File: src/rtl/inst_loader.sv
// Instruction store loader: takes a program as a valid/ready byte stream, writes it into
// instruction memory, and holds the CPU until the requested number of words has landed.
module inst_loader #(
    parameter int unsigned ADDR_W = 4,
    parameter int unsigned DATA_W = 8
) (
    input  logic              i_clk,
    input  logic              i_reset,
    input  logic              i_start,
    input  logic [ADDR_W:0]   i_length,
    input  logic              i_in_valid,
    input  logic [DATA_W-1:0] i_in_data,
    output logic              o_in_ready,
    output logic              o_imem_we,
    output logic [ADDR_W-1:0] o_imem_addr,
    output logic [DATA_W-1:0] o_imem_wdata,
    output logic              o_busy,
    output logic              o_done,
    output logic              o_len_err,
    output logic [ADDR_W:0]   o_count,
    output logic [DATA_W-1:0] o_checksum,
    output logic              o_cpu_hold
);

    localparam int unsigned DEPTH = 2 ** ADDR_W;
    localparam logic [ADDR_W:0] DepthL = (ADDR_W + 1)'(DEPTH);

    typedef enum logic [1:0] {
        StIdle,
        StLoad,
        StDone
    } state_e;

    state_e              r_state;
    state_e              w_state_next;
    logic                r_we;
    logic [ADDR_W-1:0]   r_addr;
    logic [DATA_W-1:0]   r_wdata;
    logic [ADDR_W:0]     r_count;
    logic [ADDR_W:0]     r_target;
    logic [DATA_W-1:0]   r_checksum;
    logic                r_len_err;

    logic                w_start_ok;
    logic                w_xfer;
    logic [ADDR_W:0]     w_target_new;
    logic [ADDR_W:0]     w_count_inc;

    always_comb begin
        w_start_ok   = i_start && (r_state != StLoad);
        w_xfer       = i_in_valid && (r_state == StLoad);
        w_target_new = (i_length > DepthL) ? DepthL : i_length;
        w_count_inc  = r_count + 1'b1;
        w_state_next = r_state;
        unique case (r_state)
            StIdle, StDone: begin
                if (w_start_ok) begin
                    w_state_next = (w_target_new == '0) ? StDone : StLoad;
                end
            end
            StLoad: begin
                // Final word moves to DONE on the same edge so in_ready drops next cycle.
                if (w_xfer && (w_count_inc == r_target)) begin
                    w_state_next = StDone;
                end
            end
            default: w_state_next = StIdle;
        endcase
    end

    always_ff @(posedge i_clk) begin
        if (i_reset) begin
            r_state <= StIdle;
        end else begin
            r_state <= w_state_next;
        end
    end

    always_ff @(posedge i_clk) begin
        if (i_reset) begin
            r_we       <= 1'b0;
            r_addr     <= '0;
            r_wdata    <= '0;
            r_count    <= '0;
            r_target   <= '0;
            r_checksum <= '0;
            r_len_err  <= 1'b0;
        end else begin
            r_we <= w_xfer;
            if (w_start_ok) begin
                r_count    <= '0;
                r_checksum <= '0;
                r_len_err  <= (i_length > DepthL);
                r_target   <= w_target_new;
            end else if (w_xfer) begin
                r_addr     <= r_count[ADDR_W-1:0];
                r_wdata    <= i_in_data;
                r_count    <= w_count_inc;
                r_checksum <= r_checksum ^ i_in_data;
            end
        end
    end

    assign o_in_ready   = (r_state == StLoad);
    assign o_busy       = (r_state == StLoad);
    assign o_done       = (r_state == StDone);
    assign o_cpu_hold   = (r_state != StDone);
    assign o_imem_we    = r_we;
    assign o_imem_addr  = r_addr;
    assign o_imem_wdata = r_wdata;
    assign o_count      = r_count;
    assign o_checksum   = r_checksum;
    assign o_len_err    = r_len_err;

endmodule
File: config.mk
export PLATFORM = sky130hd
export DESIGN_NAME = inst_loader
export DESIGN_NICKNAME = d
export VERILOG_FILES = /design/src/rtl/inst_loader.sv
export SDC_FILE = /design/constraint.sdc
export NUM_CORES = 1
export LEC_CHECK = 0
export CORE_ASPECT_RATIO = 0.8
export CORE_MARGIN = 5
export CORE_UTILIZATION = 40
export CTS_CLUSTER_DIAMETER = 60
export DETAILED_ROUTE_END_ITERATION = 8
export HOLD_SLACK_MARGIN = 0.05
export PLACE_DENSITY = 0.82
export SYNTH_ARGS = -nofsm -noshare
export SYNTH_HDL_FRONTEND = slang
export SYNTH_SLANG_ARGS = --single-unit
File: constraint.sdc
create_clock -name i_clk -period 1.64 [get_ports i_clk]
set_clock_uncertainty 0.1 [all_clocks]
set_input_delay 0.328 -clock i_clk [delete_from_list [all_inputs] [get_ports i_clk]]
set_output_delay 0.328 -clock i_clk [all_outputs]
set_load 0.01 [all_outputs]
==> reports/summary.txt <==
Status: complete, no violations
DR pass1 iterations: 4
Final hold viol count: 0
Worst-Margin Slew: 0.232 ns
Seq/Total Area, Yosys: 49.0%
CP arrival: 1.18 ns
Clock sinks: 34
Post-Route WL: 3310 um
Total global routing overflow: 0
Final slew viol count: 0
Critical Path RT: 1.21 ns
YS warnings: 0
Maximum VDD drop: 0.000654 V
CTS Hold Bufs: 0
Synth Area in XOR/XNOR: 11.4%
Register area: 686 um^2
PwrDens: 814 nW/um^2
CTS Buf Count: 5
Met3 WL: 222 um
Antenna Nets Post-Route: 0
Crit-path max cell delay: 0.55 ns
FF+latch count, synth: 34
First-pass GRT wire length: 5260 um
Setup-failing EPs final: 0
Die area: 4760 um^2
Hold slack: 0.282 ns
Synth Area in Compound Gates: 11.3%
Num ports: 48
Clock Path Buffers: 2
Vias in the first global route: 1,169
Largest net degree at the start of global routing: 15
CP Launch Type: register
Final worst path period share: 98.2%
DIE WIDTH: 75.9 um
WL met1: 1380 um
Worst skew pair latency: 0.28 ns
Port Buffers: 47
Final nets: 239
EDFF count, synth: 0
FILL cells: 306
CP top delay family: buffers and inverters
Vias: 1,244
Slowest cell on the critical path: clkdlybuf4s50_1
Multi-input logic area: 674 um^2
RSZ-0062 raised after global routing: false
Top routing layer in use: met4
Mux share of post-synthesis cell area: 0%
Worst Path Max Fanout: 2
Unique cell type count in the Yosys netlist: 27
Synthesized area per cell: 8.57 um^2
Mapped Nets: 180
Main combinational cell family by area after synthesis: simple AND/OR/NAND/NOR gates
Core Region: 3400 um^2
Synth async-reset ratio: 0%
Max-slew headroom: 84.5%
Crit path kind: reg -> out
Leak: 0.000988 uW
Initial Util: 40.9%
CP Capture Type: output port
Share of cells above drive strength 1: 13.6%
Avg WL per Cell: 12.6 um
DPL Wire Length: 2470 um
Crit path cell chain: clkdlybuf4s50_1
Top_reg_cell synth: dfxtp_1
Synth-to-Final Area Change: 51.9%
Hold Crit Class: in -> reg
TritonCTS clock tree: done
Total power: 1720 uW
Worst Path Buf+Inv: 1
Gp weighted congestion: 0.786
Post-synthesis adder-cell area fraction: 0.901%
# diodes: 0
Detailed-route vias per instance: 4.73
Reg clk slew, reported paths: 0.07 ns
Clock root cell: clkbuf_8
Fmax achieved: 621 MHz
DR iter-0 viols: 49
Cell row count: 19
Die H: 62.7 um
# H-tree levels: 2
Tot GR Track Use: 14.3%
Worst slack, placed: -0.335 ns
Maxcap violations: 0
Final worst slack: 0.0294 ns
Antenna violations before repair: 0
Cells after Synth: 162
Min Clock Period, post-route: 1.61 ns
Residual DRC: 0
Met2 wire len: 1690 um
Post-synthesis simple-gate area fraction: 23.5%
Mapped cell area: 1390 um^2
==> per-layer routing <==
layer,global-route usage (%),vias to the layer above
met2,23.6,30
met1,17.3,568
li1,-,643
met3,5.47,3
met4,3.28,0
met5,0,-
==> per-stage QoR <==
stage          TNS (ns)  area, um^2  cells  utilization (%)
4_1_cts               0        2080    263             61.3
3_3_place_gp      -1.26        2000    256             58.9
2_1_floorplan         0        1400    162                -
6_report              0        2110    263             62.1
3_5_place_dp      -1.55        2000    256             58.9
5_1_grt               0        2110    263             62.1
==> worst paths after layout <==
check	from	endpoint	slack, ns	cells past startpoint
worst max-delay path	o_checksum[5]	o_checksum[5]	0.03	1
worst min register to register	o_imem_wdata[6]	o_imem_wdata[6]	0.36	2
worst min-delay path	i_length[3]	r_target[3]	0.28	3
worst max register to register	o_count[4]	r_state[0]	0.07	4
==> flip-flops by register name, summed over array words and instances (netlist names) <==
signal        count
o_len_err         1
o_imem_we         1
o_imem_wdata      8
r_state           2
r_target          5
o_imem_addr       4
o_checksum        8
o_count           5
==> layout make-up <==
class,instances,share of cell area (%)
inverters,4,0.712
clock buffers,5,3.26
multi-input cells,115,32.0
clock inverters,2,0.474
flip-flops and latches,34,32.5
well taps,42,2.49
repair buffers,61,28.6
==> worst reg2reg max path, cell delays in order (launching register included) <==
cell	delay, ns
dfxtp_2	0.33
xnor2_1	0.14
or4b_4	0.52
a211oi_2	0.27
o31ai_1	0.09
==> layout by cell type, fill, tap and decap left out, drive strengths merged <==
master	count
nand2	36
dfxtp	34
clkdlybuf4s50	29
a21oi	19
nor2	15
buf	14
xor2	13
dlymetal6s2s	10
dlygate4sd2	8
xnor2	5
nand3b	5
clkbuf	5
nand2b	4
inv	4
nand3	3
and3b	2
clkinv	2
o31ai	2
o21bai	1
o221ai	1
or4b	1
a211oi	1
or4	1
o211ai	1
nor2b	1
o21ba	1
nand4	1
and2	1
ha	1
==> what timing repair did <==
item                       in CTS  in global routing
buffers inserted                0                  0
setup endpoints to repair       9                  8
pin swaps                       0                  1
resized for setup              13                 10
cloned                          0                  0
==> report_power, final <==
group          leakage [uW]  internal [uW]  switching [uW]
Sequential         0.000278            859            22.2
Clock             0.0000438            284             283
Combinational      0.000667            144             124
Total              0.000988           1290             430
==> logic make-up (layout without fill, tap and decap cells) <==
logic type                 after synthesis  in the layout
AOI/OAI and AO/OA                       26             26
xor gates and xnor gates                18             18
adders and majority gates                1              1
buffers and inverters                   13             72
DFF                                     34             34
and+or+nand+nor                         70             70
==> Yosys cell counts (2+ instances only) <==
library cell,number,area (um^2)
clkbuf_1,5,18.8
nand3_1,3,15.0
xnor2_1,5,43.8
a21oi_1,19,95.1
buf_2,2,10.0
xor2_1,13,114
nand3b_1,5,37.5
nor2_1,15,56.3
and3b_1,2,17.5
inv_1,4,15.0
nand2b_1,4,25.0
o31ai_1,2,15.0
nand2_1,36,135
dfxtp_1,34,681
(Power assumes the default switching activity.)
